## config.mk

```make
export PLATFORM = sky130hd
export DESIGN_NAME = shot_ctl
export DESIGN_NICKNAME = d
export VERILOG_FILES = /design/src/rtl/game_pkg.sv /design/src/rtl/btn_edge.sv /design/src/rtl/shot_ctl.sv
export SDC_FILE = /design/constraint.sdc
export NUM_CORES = 1
export LEC_CHECK = 0
export BUFFER_PORTS_ARGS = -buffer_cell sky130_fd_sc_hd__buf_4
export CORE_UTILIZATION = 50
export CTS_BUF_LIST = sky130_fd_sc_hd__clkbuf_16
export CTS_CLUSTER_DIAMETER = 100
export DETAILED_ROUTE_END_ITERATION = 10
export GPL_TIMING_DRIVEN = 0
export PLACE_DENSITY = 0.77
export SLEW_MARGIN = 10
export SYNTH_ARGS = -nofsm -noshare
export SYNTH_HDL_FRONTEND = slang
export SYNTH_SLANG_ARGS = --single-unit
export TNS_END_PERCENT = 50
```

## constraint.sdc

```tcl
create_clock -name clk -period 2.57 [get_ports clk]
set_input_delay 0.1285 -clock clk [delete_from_list [all_inputs] [get_ports clk]]
set_output_delay 0.1285 -clock clk [all_outputs]
set_load 0.005 [all_outputs]
```

## src/rtl/game_pkg.sv

```systemverilog
// Shared game constants and the shot controller state encoding.
// Latency: n/a (types and constants only).
// Backpressure: n/a.
package game_pkg;

    localparam logic [2:0] MAG_SIZE  = 3'd3;
    localparam logic [6:0] SCORE_MAX = 7'd99;

    typedef enum logic [1:0] {
        IDLE   = 2'd0,
        READY  = 2'd1,
        HOLD   = 2'd2,
        RELOAD = 2'd3
    } shot_state_t;

endpackage

```

## src/rtl/btn_edge.sv

```systemverilog
// Rising-edge detector: registers the previous level, pulses on low->high.
// Latency: pulse is combinational in the cycle the input first reads high.
// Backpressure: none; level input, single-cycle pulse output.
module btn_edge (
    input  logic clk,
    input  logic rst,
    input  logic btn,
    output logic pulse
);

    logic btn_q;

    always_ff @(posedge clk) begin
        if (rst) begin
            btn_q <= 1'b0;
        end else begin
            btn_q <= btn;
        end
    end

    assign pulse = btn & ~btn_q;

endmodule

```

## src/rtl/shot_ctl.sv

```systemverilog
// Shot controller: magazine, reload timer, duck hit test and score.
// Latency: 1 cycle from button edge to registered outputs; no backpressure.
// Optional SHOT_CTL_AUTO_RELOAD_EN: an empty magazine reloads on left release.
module shot_ctl
    import game_pkg::*;
#(
    parameter int unsigned RELOAD_TICKS = 32500000,
    parameter int unsigned HIT_W        = 64,
    parameter int unsigned HIT_H        = 64
) (
    input  logic        clk,
    input  logic        rst,
    input  logic        game_enable,
    input  logic        left,
    input  logic        right,
    input  logic [11:0] xpos,
    input  logic [11:0] ypos,
    input  logic [11:0] duck_x,
    input  logic [11:0] duck_y,
    input  logic        duck_active,
    input  logic        new_duck,
    output logic [2:0]  bullets_in_magazine,
    output logic [6:0]  bin_number,
    output logic        target_killed,
    output logic        shot_fired
);

    localparam int unsigned CNT_W = (RELOAD_TICKS > 1) ? $clog2(RELOAD_TICKS) : 1;
    localparam logic [CNT_W-1:0] CNT_LAST = (RELOAD_TICKS > 0) ? CNT_W'(RELOAD_TICKS - 1) : '0;

    shot_state_t      state;
    logic [CNT_W-1:0] reload_cnt;
    logic             left_edge;
    logic             right_edge;
    logic             hit;
    logic             reload_done;
    logic [12:0]      x_lo, x_hi, x_cur, y_lo, y_hi, y_cur;

    btn_edge u_left_edge (
        .clk   (clk),
        .rst   (rst),
        .btn   (left),
        .pulse (left_edge)
    );

    btn_edge u_right_edge (
        .clk   (clk),
        .rst   (rst),
        .btn   (right),
        .pulse (right_edge)
    );

    // 13-bit bounds so a duck near the right/bottom edge cannot wrap.
    assign x_lo  = {1'b0, duck_x};
    assign y_lo  = {1'b0, duck_y};
    assign x_hi  = x_lo + 13'(HIT_W);
    assign y_hi  = y_lo + 13'(HIT_H);
    assign x_cur = {1'b0, xpos};
    assign y_cur = {1'b0, ypos};

    assign hit = duck_active
               && (x_lo <= x_cur) && (x_cur < x_hi)
               && (y_lo <= y_cur) && (y_cur < y_hi);

    assign reload_done = (reload_cnt >= CNT_LAST);

    always_ff @(posedge clk) begin
        if (rst) begin
            state               <= IDLE;
            reload_cnt          <= '0;
            bullets_in_magazine <= MAG_SIZE;
            bin_number          <= 7'd0;
            target_killed       <= 1'b0;
            shot_fired          <= 1'b0;
        end else begin
            shot_fired <= 1'b0;
            // A hit later in this block overrides the clear.
            if (new_duck) begin
                target_killed <= 1'b0;
            end

            if (!game_enable) begin
                state               <= IDLE;
                reload_cnt          <= '0;
                bullets_in_magazine <= MAG_SIZE;
            end else begin
                case (state)
                    IDLE: begin
                        state               <= READY;
                        bin_number          <= 7'd0;
                        bullets_in_magazine <= MAG_SIZE;
                        target_killed       <= 1'b0;
                    end

                    READY: begin
                        if (left_edge) begin
                            if (bullets_in_magazine != 3'd0) begin
                                bullets_in_magazine <= bullets_in_magazine - 3'd1;
                                shot_fired          <= 1'b1;
                                state               <= HOLD;
                                if (hit) begin
                                    target_killed <= 1'b1;
                                    if (!target_killed && (bin_number < SCORE_MAX)) begin
                                        bin_number <= bin_number + 7'd1;
                                    end
                                end
                            end
                        end else if (right_edge && (bullets_in_magazine < MAG_SIZE)) begin
                            state      <= RELOAD;
                            reload_cnt <= '0;
                        end
                    end

                    HOLD: begin
                        if (!left) begin
`ifdef SHOT_CTL_AUTO_RELOAD_EN
                            state      <= (bullets_in_magazine == 3'd0) ? RELOAD : READY;
                            reload_cnt <= '0;
`else
                            state <= READY;
`endif
                        end
                    end

                    RELOAD: begin
                        if (reload_done) begin
                            bullets_in_magazine <= MAG_SIZE;
                            reload_cnt          <= '0;
                            state               <= READY;
                        end else begin
                            reload_cnt <= reload_cnt + 1'b1;
                        end
                    end

                    default: state <= IDLE;
                endcase
            end
        end
    end

endmodule

```

==> reports/results.txt, run 1 <==
Logic pwr share: 0.191
total grt overflow: 0
diode count: 0
Startpoint Class: input port
IO Count: 67
DRC: 0
syn avg cell area: 7.98 um^2
drt pass-1 iters: 4
commonest non-fill, non-tap cell in the layout: buf_4
CTS clk-pin slew, worst paths: 0.06 ns
Worst Path Required: 2.75 ns
asr flop ratio synth: 0
max-cap viol count: 0
Synth Cell Area: 3340 um^2
vias per std cell: 5.54
first-pass GRT wire length: 12700 um
internal power: 1.36 mW
worst vdd ir: 584 uV
DR iter-0 viols: 140
Critical R2R Launch: bullets_in_magazine[0]$_SDFFE_PP1P_
WHS: 0.0832 ns
fin nets: 602
Synth Instances: 419
Final WS setup: 0.129 ns
hold endpoint: state[0]$_SDFFE_PP0P_
setup_tns: 0 ns
Row Count: 29
RR Endpoint: bin_number[1]$_SDFFE_PP0P_
buffer depth of the longest clock path: 2
post-detail-place hpwl: 6020 um
CP Max Fanout: 9
Worst-Margin Slew: 0.664 ns
syn_nets: 528
WS Path Type: in -> reg
Layout area overhead: 26.1%
initial antenna violation count: 0
Final Util: 0.660
min-delay src: left
Final Hold Viols: 0
CP dominant cell by count: ha_1
Slew Limit Headroom: 0.554
Final Cycle Share: 0.950
# port buffers: 66
Worst R2R Setup Slack: 0.18 ns
Flop pwr share: 0.361
Clk Latency, worst-skew pair: 0.28 ns
Clock Skews: 0.00405 ns
#FFs+latches synth: 41
clock root cell: clkbuf_16
starting density of the core: 0.523
most frequent cells in the layout: 67 x buf_4, 54 x ha_1, 49 x inv_1
switch share: 0.236
FMAX: 410 MHz
largest net degree at the start of global routing: 14
Core Area: 6390 um^2
GP Congestion: 0.785
CTS tree: yes
die area: 7010 um^2
number of global-route vias before repair: 3032
CP Cell Sequence: buf_4, ha_1, and3_4, xnor2_1, ha_1, a21o_1, a21oi_2, o211ai_1, a221o_1, buf_6, or4_1, o311ai_2
hold depth: 2
post-layout min period: 2.44 ns
Sink Count: 41
R2R depth: 9
PwrDens: 422 nW/um^2
remaining antenna violation count after routing: 0
Die Wd: 83.8 um
ys flop type: dfxtp_1
Final setup viols: 0
via count: 3164
post-route insts no fill: 571
CP Data Arrival Time: 2.62 ns
H-tree levels: 2
part of the power in the clock network: 0.448
pins over their slew limit: 0
slowest stage delay, CP: 0.52 ns
unrepaired setup endpoints after global routing: no
final-layout fill cell count: 546
Die Y: 83.8 um
Post-synth EDFFs: 0
Synth Warn #: 0
Worst setup EP type: flop
Inst Count DP: 562
layout cells sized above 1: 0.198
gr usage total: 0.215
Seq/Total Area, Yosys: 0.246
Place WS: -0.351 ns
total routed wirelength: 7620 um
Leakage: 1.99 nW
CP max-delay cell: or4_1
NetSw: 420 uW
cts bufs inserted: 5
Hold Path Class: in -> reg
routed len/inst: 13.3 um
hold bufs inserted after CTS: 0
Netlist cell types: 50
status: finished clean
==> synthesized netlist by cell type (all sizes together) (2+ instances only) <==
master / instances / area (um^2)
xnor2: 12 / 105
nor2b: 13 / 81.3
or3: 2 / 12.5
a2111o: 3 / 33.8
and3: 14 / 87.6
o31ai: 5 / 37.5
a31o: 2 / 17.5
a21o: 6 / 45.0
nor3b: 2 / 15.0
nor3: 11 / 55.1
a221oi: 3 / 26.3
or2: 3 / 18.8
inv: 49 / 184
nand3b: 3 / 22.5
nor4: 3 / 18.8
and2: 4 / 25.0
nand4: 11 / 68.8
a21oi: 21 / 105
dfxtp: 41 / 821
nand3: 30 / 150
a21boi: 4 / 30.0
xor2: 18 / 158
o311ai: 2 / 17.5
nor2: 40 / 150
nand2: 17 / 63.8
o21ai: 9 / 45.0
a211oi: 4 / 30.0
clkbuf: 6 / 22.5
or4: 3 / 22.5
nand2b: 4 / 25.0
ha: 54 / 676
o21bai: 3 / 22.5
==> area by class of cell <==
cell class	instances	area, um^2	share of cell area
Timing Repair Buffer	67	503	0.119
Multi-Input combinational cell	322	2380	0.566
Inverter	49	184	0.0436
Tap cell	77	96.3	0.0229
Clock buffer	5	125	0.0297
Sequential cell	41	821	0.195
Clock inverter	3	65.1	0.0154
Buffer	7	36.3	0.00861
==> worst max-delay path, delay by kind of cell <==
| kind | cells | cell delay (ns) |
|---|---|---|
| compound gates | 5 | 0.87 |
| simple gates | 2 | 0.71 |
| fa+ha+maj | 2 | 0.50 |
| buf+inv | 2 | 0.27 |
| xor+xnor | 1 | 0.12 |
==> how the worst max path moves through the flow <==
stage | depth (start not counted) | slack (ns) | to | startpoint
final | 12 | 0.13 | bin_number[1]$_SDFFE_PP0P_ | duck_x[6]
after global routing | 10 | 0.0006 | bin_number[1]$_SDFFE_PP0P_ | duck_x[6]
after CTS | 9 | 0.01 | bin_number[1]$_SDFFE_PP0P_ | bullets_in_magazine[0]$_SDFFE_PP1P_
after detailed placement | 12 | -0.35 | bin_number[1]$_SDFFE_PP0P_ | duck_y[6]
after global placement | 12 | -0.27 | bin_number[1]$_SDFFE_PP0P_ | duck_y[6]
after floorplan | 11 | 0.10 | bin_number[2]$_SDFFE_PP0P_ | duck_y[6]
==> stage by stage <==
step | instance area (um^2) | total power, mW
finish | 4220 | 1.78
global route | 4220 | 1.86
CTS | 4140 | 1.78
detailed placement | 3930 | 0.981
global placement | 3930 | 0.971
floorplan | 3340 | 0.846
==> cell families (layout without fill, tap and decap cells) <==
| family | count (synthesis) | in the layout | share of synthesized area |
|---|---|---|---|
| AND/OR/NAND/NOR | 165 | 165 | 0.258 |
| AO/OA/AOI/OAI | 73 | 73 | 0.150 |
| buffers and inverters | 56 | 131 | 0.0651 |
| adder cells (fa/ha/maj) | 54 | 54 | 0.202 |
| flip-flops | 41 | 41 | 0.246 |
| XOR/XNOR | 30 | 30 | 0.0786 |
==> flip-flops by register name, indices dropped and copies added (netlist names) <==
signal               cells
reload_cnt              25
bin_number               7
bullets_in_magazine      3
state                    2
shot_fired               1
target_killed            1
u_left_edge.btn_q        1
u_right_edge.btn_q       1
==> repair_timing <==
| item | 4_1_cts | 5_1_grt |
|---|---|---|
| setup endpoints to repair | 10 | 31 |
| buffers inserted | 0 | 1 |
| pin swaps | 0 | 3 |
| gates resized for setup | 3 | 20 |
==> per-layer routing <==
metal	part of all wire	track usage	routed length, um	vias to the layer above
li1	-	-	-	1625
met5	0	0	0	-
met2	0.50	0.382	3790	74
met3	0.039	0.0396	298	11
met1	0.45	0.265	3420	1454
met4	0.015	0.0539	113	0
==> power groups by stage <==
stage / clock network (mW) / registers (mW) / logic (mW)
after floorplan: 0 / 0.655 / 0.191
after global placement: 0 / 0.655 / 0.316
after detailed placement: 0 / 0.655 / 0.326
after CTS: 0.805 / 0.641 / 0.330
after global routing: 0.832 / 0.641 / 0.387
final: 0.796 / 0.641 / 0.340
Power figures use the tool's default switching activity.
==> inputs of run 2 (changes only) <==
--- a/config.mk
+++ b/config.mk
@@ -5,14 +5,15 @@
 export SDC_FILE = /design/constraint.sdc
 export NUM_CORES = 1
 export LEC_CHECK = 0
+export ABC_AREA = 1
 export BUFFER_PORTS_ARGS = -buffer_cell sky130_fd_sc_hd__buf_4
+export CORE_MARGIN = 2
 export CORE_UTILIZATION = 50
 export CTS_BUF_LIST = sky130_fd_sc_hd__clkbuf_16
 export CTS_CLUSTER_DIAMETER = 100
 export DETAILED_ROUTE_END_ITERATION = 10
 export GPL_TIMING_DRIVEN = 0
-export PLACE_DENSITY = 0.77
-export SLEW_MARGIN = 10
+export PLACE_DENSITY = 0.76
 export SYNTH_ARGS = -nofsm -noshare
 export SYNTH_HDL_FRONTEND = slang
 export SYNTH_SLANG_ARGS = --single-unit
==> run 2 against run 1 <==
  * Wire length is 10% higher
  * Largest cell class unchanged
  * Combinational power is 7.4% higher
  * Cell count is 30% higher
  * Design area is 9.2% higher
  * Sequential share of layout area is 1.6 points lower
  * Critical path type is now reg -> reg
  * Area after synthesis is 14% higher
  * First-iteration DRC count is 30% higher
  * Highest routed layer unchanged
==> reports/results.txt, run 2 <==
clock root cell: clkbuf_16 (unchanged)
IO Count: 67 (unchanged)
number of global-route vias before repair: 3583 (was 3032)
share of the synthesized area in the top cell type: 0.215 (was 0.246)
Clock Skews: 0.00589 ns (was 0.00405 ns)
via count: 3729 (was 3164)
GP Congestion: 0.875 (was 0.785)
DRC: 0 (unchanged)
drt pass-1 iters: 4 (unchanged)
routed len/inst: 11.3 um (was 13.3 um)
largest register by flop count: reload_cnt (unchanged)
hold depth: 3 (was 2)
Row Count: 31 (was 29)
max FFs per register: 25 (unchanged)
placed inst area: 4440 um^2 (was 3930 um^2)
Startpoint Class: flop (was input port)
largest registers: reload_cnt (25), bin_number (7), bullets_in_magazine (3) (unchanged)
Post-synth EDFFs: 0 (unchanged)
Critical R2R Launch: bullets_in_magazine[0]$_SDFFE_PP1P_ (unchanged)
ys flop type: dfxtp_1 (unchanged)
asr flop ratio synth: 0 (unchanged)
Clk Latency, worst-skew pair: 0.28 ns (about the same)
max-cap viol count: 0 (unchanged)
Sink Count: 41 (unchanged)
WS Path Type: reg -> reg (was in -> reg)
Worst-Margin Slew: 0.361 ns (was 0.664 ns)
CTS clk-pin slew, worst paths: 0.06 ns (about the same)
Die Y: 91.5 um (was 83.8 um)
DR iter-0 viols: 182 (was 140)
Final Cell Area: 4600 um^2 (was 4220 um^2)
Die Wd: 91.5 um (was 83.8 um)
Post-CTS Setup Bufs: 0 (unchanged)
cts bufs inserted: 5 (unchanged)
first-pass GRT wire length: 15100 um (was 12700 um)
hold endpoint: u_right_edge.btn_q$_SDFF_PP0_ (was state[0]$_SDFFE_PP0P_)
initial antenna violation count: 0 (unchanged)
Seq/Total Area, Yosys: 0.215 (was 0.246)
Core Area: 7330 um^2 (was 6390 um^2)
syn_nets: 681 (was 528)
Final setup viols: 0 (unchanged)
PwrDens: 375 nW/um^2 (was 422 nW/um^2)
pins over their slew limit: 0 (unchanged)
layout cells sized above 1: 0.189 (was 0.198)
Hold Path Class: in -> reg (unchanged)
largest net degree at the start of global routing: 14 (unchanged)
fin nets: 753 (was 602)
most frequent cells in the layout: 116 x nand2_1, 99 x inv_1, 70 x nor2_1 (was 67 x buf_4, 54 x ha_1, 49 x inv_1)
Synth Instances: 572 (was 419)
Leakage: 2.33 nW (was 1.99 nW)
most common library cells after synthesis: 116 x nand2_1, 99 x inv_1, 70 x nor2_1 (was 54 x ha_1, 49 x inv_1, 41 x dfxtp_1)
total grt overflow: 0 (unchanged)
CTS tree: yes (unchanged)
die area: 8370 um^2 (was 7010 um^2)
#FFs+latches synth: 41 (unchanged)
FMAX: 505 MHz (was 410 MHz)
Netlist cell types: 42 (was 50)
Worst R2R Setup Slack: 0.59 ns (was 0.18 ns)
gr usage total: 0.213 (was 0.215)
setup_tns: 0 ns (unchanged)
post-layout min period: 1.98 ns (was 2.44 ns)
H-tree levels: 2 (unchanged)
CP Max Fanout: 8 (was 9)
Synth Cell Area: 3830 um^2 (was 3340 um^2)
final-layout fill cell count: 665 (was 546)
R2R depth: 13 (was 9)
post-cts resize count: 0 (was 3)
Synth Warn #: 0 (unchanged)
status: finished clean (unchanged)
post-detail-place hpwl: 6810 um (was 6020 um)
hold bufs inserted after CTS: 0 (unchanged)
min-delay src: right (was left)
count leader, synth: nand2_1 (was ha_1)
CP Data Arrival Time: 2.16 ns (was 2.62 ns)
Final Hold Viols: 0 (unchanged)
Layout area overhead: 20.3% (was 26.1%)
# port buffers: 65 (was 66)
total routed wirelength: 8410 um (was 7620 um)
buffer depth of the longest clock path: 2 (unchanged)
starting density of the core: 0.522 (was 0.523)
unrepaired setup endpoints after global routing: no (unchanged)
worst vdd ir: 269 uV (was 584 uV)
Yosys top cell by area: dfxtp_1 (unchanged)
commonest non-fill, non-tap cell in the layout: nand2_1 (was buf_4)
syn avg cell area: 6.69 um^2 (was 7.98 um^2)
Worst Path Required: 2.75 ns (about the same)
Worst setup EP type: flop (unchanged)
RR Endpoint: bin_number[1]$_SDFFE_PP0P_ (unchanged)
Final Cycle Share: 0.771 (was 0.950)
diode count: 0 (unchanged)
remaining antenna violation count after routing: 0 (unchanged)
Slew Limit Headroom: 0.759 (was 0.554)
Area contributors post-synth: dfxtp_1 21%, ha_1 18%, nand2_1 11% (was dfxtp_1 25%, ha_1 20%, inv_1 5.5%)
vias per std cell: 5.01 (was 5.54)
==> run 2: worst max-delay path: stages, from the launching register on <==
cell and delay (ns):
dfxtp_1 0.38, inv_2 0.05, ha_1 0.19, ha_1 0.17, inv_1 0.09, nand2_2 0.09
nand2_2 0.10, nand3_2 0.09, a21oi_4 0.30, nand2_4 0.12, nand2_1 0.10, inv_1 0.07
o21ai_0 0.07, nor2_1 0.05
==> run 2: power breakdown <==
group          switching [mW]  internal, mW
Sequential            0.00836         0.642
Clock                   0.257         0.455
Combinational           0.198         0.167
Total                   0.463          1.26
==> run 2: area by class of cell <==
class	instances	area [um^2]	area share
clock inverter	3	41.3	0.00897
inverter	109	409	0.0889
tap	99	124	0.0269
clock buffer	5	125	0.0272
sequential	41	821	0.178
multi-input combinational	418	2560	0.557
buffer	4	33.8	0.00734
timing repair buffer	65	488	0.106
==> run 2: how the worst max path moves through the flow <==
stage | start | slack [ns] | cells past startpoint | end
after floorplan | duck_y[6] | 0.75 | 18 | bin_number[1]$_SDFFE_PP0P_
after global placement | duck_y[6] | 0.40 | 18 | target_killed$_SDFF_PP0_
after detailed placement | duck_y[6] | 0.35 | 18 | bin_number[3]$_SDFFE_PP0P_
after CTS | bullets_in_magazine[0]$_SDFFE_PP1P_ | 0.59 | 13 | bin_number[1]$_SDFFE_PP0P_
after global routing | reload_cnt[0]$_SDFFE_PP0P_ | 0.40 | 10 | reload_cnt[16]$_SDFFE_PP0P_
final | bullets_in_magazine[0]$_SDFFE_PP1P_ | 0.59 | 13 | bin_number[1]$_SDFFE_PP0P_
==> run 2: layer usage <==
metal | GRT usage | wire length [um]
met5 | 0 | 0
met4 | 0.0556 | 110
met3 | 0.0365 | 340
met2 | 0.369 | 4110
met1 | 0.271 | 3840
==> run 2: stage by stage <==
stage / std cells / power (mW) / hold slack (ns) / setup slack, ns / utilization
after floorplan: 572 / 0.889 / 0.245 / 0.751 / -
after global placement: 736 / 1.02 / 0.353 / 0.397 / 0.605
after detailed placement: 736 / 1.03 / 0.374 / 0.346 / 0.605
after CTS: 744 / 1.74 / 0.0808 / 0.593 / 0.628
after global routing: 744 / 1.83 / 0.103 / 0.398 / 0.628
final: 744 / 1.73 / 0.0803 / 0.588 / 0.628
==> run 2: kinds of logic after synthesis <==
logic type | synth area share
buf+inv | 0.116
simple gates | 0.369
compound gates | 0.0739
flops | 0.215
fa+ha+maj | 0.177
xor+xnor | 0.0504
==> inputs of run 3 (changes only) <==
--- a/config.mk
+++ b/config.mk
@@ -5,7 +5,7 @@
 export SDC_FILE = /design/constraint.sdc
 export NUM_CORES = 1
 export LEC_CHECK = 0
-export ABC_AREA = 1
+export ABC_AREA = 0
 export BUFFER_PORTS_ARGS = -buffer_cell sky130_fd_sc_hd__buf_4
 export CORE_MARGIN = 2
 export CORE_UTILIZATION = 50
@@ -13,7 +13,7 @@
 export CTS_CLUSTER_DIAMETER = 100
 export DETAILED_ROUTE_END_ITERATION = 10
 export GPL_TIMING_DRIVEN = 0
-export PLACE_DENSITY = 0.76
+export PLACE_DENSITY = 0.77
 export SYNTH_ARGS = -nofsm -noshare
 export SYNTH_HDL_FRONTEND = slang
 export SYNTH_SLANG_ARGS = --single-unit
==> constraint.sdc (replaced) <==
create_clock -name clk -period 1.7 [get_ports clk]
set_input_delay 0.085 -clock clk [delete_from_list [all_inputs] [get_ports clk]]
set_output_delay 0.085 -clock clk [all_outputs]
set_load 0.005 [all_outputs]
==> run 3 against run 2 <==
  * The flow now finishes with violations (DRC, setup timing)
  * Design area increased by 9.2%
  * Clock-buffer cell count did not move
  * Global-route usage is 2.7 points higher
  * Die area decreased by 12%
  * Clock skew fell by 0.0025 ns
  * Sequential power rose by 48%
  * Clock power grew 46%
  * Hold slack lost 0.045 ns
  * Register-to-register slack worse by 1.0 ns
  * Cell count decreased by 19%
  * Utilization up 15 points
  * Non-clock buffer count rose by 33
  * Critical path type is now in -> reg
  * Critical endpoint is now bin_number[0]$_SDFFE_PP0P_
  * Largest cell class unchanged
  * Largest power group unchanged
  * Highest routed layer unchanged
==> reports/results.txt, run 3 (same netlist as run 1, synthesis figures left out) <==
status: finished, violations left (was finished clean)
failing checks: DRC, setup timing
largest registers: reload_cnt (25), bin_number (7), bullets_in_magazine (3) (unchanged)
pins over their slew limit: 0 (unchanged)
max-cap viol count: 0 (unchanged)
CP Max Fanout: 6 (was 8)
Final WS setup: -0.496 ns (was 0.588 ns)
DRC: 5 (was 0)
starting density of the core: 0.520 (was 0.522)
Final Cell Area: 5030 um^2 (was 4600 um^2)
drt pass-1 iters: 9 (was 4)
Pwr Total: 2.67 mW (was 1.73 mW)
R2R depth: 5 (was 13)
buffer depth of the longest clock path: 2 (unchanged)
hold bufs inserted after CTS: 0 (unchanged)
Final Util: 0.783 (was 0.628)
CTS clk-pin slew, worst paths: 0.05 ns (was 0.06 ns)
post-detail-place hpwl: 6260 um (was 6810 um)
Final Hold Viols: 0 (unchanged)
diode count: 0 (unchanged)
commonest non-fill, non-tap cell in the layout: buf_4 (was nand2_1)
unrepaired setup endpoints after global routing: yes (was no)
CTS tree: yes (unchanged)
most frequent cells in the layout: 76 x buf_4, 45 x inv_1, 44 x ha_1 (was 116 x nand2_1, 99 x inv_1, 70 x nor2_1)
Critical Path Source: xpos[1] (was bullets_in_magazine[0]$_SDFFE_PP1P_)
GP Congestion: 0.813 (was 0.875)
initial antenna violation count: 0 (unchanged)
Core Area: 6420 um^2 (was 7330 um^2)
RR Endpoint: bin_number[1]$_SDFFE_PP0P_ (unchanged)
IO Count: 67 (unchanged)
Die Y: 85.8 um (was 91.5 um)
Hold Path Class: in -> reg (unchanged)
largest net degree at the start of global routing: 13 (was 14)
placed inst area: 4200 um^2 (was 4440 um^2)
post-layout min period: 2.20 ns
Layout area overhead: 50.4% (was 20.3%)
H-tree levels: 2 (unchanged)
max FFs per register: 25 (unchanged)
# port buffers: 66 (was 65)
Slew Limit Headroom: 0.662 (was 0.759)
number of global-route vias before repair: 3245 (was 3583)
Worst R2R Setup Slack: -0.45 ns (was 0.59 ns)
total routed wirelength: 9470 um (was 8410 um)
Final setup viols: 37 (was 0)
cts bufs inserted: 5 (unchanged)
post-route insts no fill: 599 (was 744)
vias per std cell: 5.69 (was 5.01)
Place WS: -0.841 ns (was 0.346 ns)
Sink Count: 41 (unchanged)
Worst setup EP type: flop (unchanged)
routed len/inst: 15.8 um (was 11.3 um)
Clock Skews: 0.00335 ns (was 0.00589 ns)
Final Cycle Share: 1.29
PwrDens: 531 nW/um^2 (was 375 nW/um^2)
first-pass GRT wire length: 14300 um (was 15100 um)
Clk Latency, worst-skew pair: 0.28 ns (about the same)
die area: 7350 um^2 (was 8370 um^2)
Inst Count DP: 562 (was 736)
WS Path Type: in -> reg (was reg -> reg)
WHS: 0.0355 ns (was 0.0803 ns)
Worst Path Required: 1.85 ns (was 2.75 ns)
total grt overflow: 0 (unchanged)
crit path to: bin_number[0]$_SDFFE_PP0P_ (was bin_number[1]$_SDFFE_PP0P_)
Startpoint Class: input port (was flop)
largest register by flop count: reload_cnt (unchanged)
Leakage: 2.23 nW (was 2.33 nW)
layout cells sized above 1: 0.385 (was 0.189)
Row Count: 29 (was 31)
worst vdd ir: 491 uV (was 269 uV)
Critical R2R Launch: bin_number[1]$_SDFFE_PP0P_ (was bullets_in_magazine[0]$_SDFFE_PP1P_)
Worst-Margin Slew: 0.506 ns (was 0.361 ns)
via count: 3409 (was 3729)
remaining antenna violation count after routing: 0 (unchanged)
gr usage total: 0.239 (was 0.213)
clock root cell: clkbuf_16 (unchanged)
FMAX: 455 MHz
CP Data Arrival Time: 2.34 ns (was 2.16 ns)
fin nets: 630 (was 753)
setup_tns: -8.15 ns (was 0 ns)
DR iter-0 viols: 206 (was 182)
Die Wd: 85.8 um (was 91.5 um)
## run 3: cell count changes in the layout (fill, tap and decap cells not counted), moves of 8 or more
cell / change
nor2b_1: +11
nand3_2: +8
inv_1: -54
nand4_1: -11
a21oi_1: -10
nand3_1: -17
buf_4: +10
nand2_1: -101
ha_4: +10
xnor2_1: +8
buf_6: +12
nor2_1: -40
ha_1: -10
dfxtp_1: -8
## run 3: worst max-delay path, cell delays in order
cell      delay [ns]
buf_4           0.09
inv_1           0.04
ha_1            0.32
nor2b_1         0.14
o21ai_1         0.12
a21boi_1        0.10
a2111o_1        0.44
a221o_1         0.33
buf_6           0.14
buf_4           0.16
nor2_1          0.24
o311ai_1        0.14
## run 3: worst min path at each step
stage	start	cells after the start	end	slack, ns
after floorplan	left	1	state[0]$_SDFFE_PP0P_	0.20
after global routing	left	2	state[0]$_SDFFE_PP0P_	0.04
after CTS	right	2	u_right_edge.btn_q$_SDFF_PP0_	0.03
after detailed placement	right	2	u_right_edge.btn_q$_SDFF_PP0_	0.33
after global placement	right	2	u_right_edge.btn_q$_SDFF_PP0_	0.31
final	right	2	u_right_edge.btn_q$_SDFF_PP0_	0.04
## run 3: power by group
group | switching, mW | internal, mW
Sequential | 0.00536 | 0.959
Clock | 0.360 | 0.681
Combinational | 0.326 | 0.335
Total | 0.691 | 1.98
## run 3: cell type report
class | count | area [um^2]
buffer | 7 | 66.3
clock buffer | 5 | 125
clock inverter | 3 | 37.5
fill | 438 | 1400
inverter | 49 | 189
multi-input combinational | 322 | 2860
sequential | 41 | 843
tap | 77 | 96.3
timing repair buffer | 95 | 807
## run 3: timing repair
| action | 4_1_cts | 5_1_grt |
|---|---|---|
| cloned | 2 | 0 |
| hold endpoints to repair | 0 | 0 |
| setup buffers | 16 | 11 |
| endpoints found under the setup margin | 37 | 37 |
| resized for setup | 60 | 47 |
| pin swaps | 47 | 33 |
## run 3: per-layer routing
metal | share of wire | track usage
met4 | 0.021 | 0.0851
met5 | 0 | 0
met3 | 0.047 | 0.0462
met1 | 0.44 | 0.313
met2 | 0.49 | 0.394
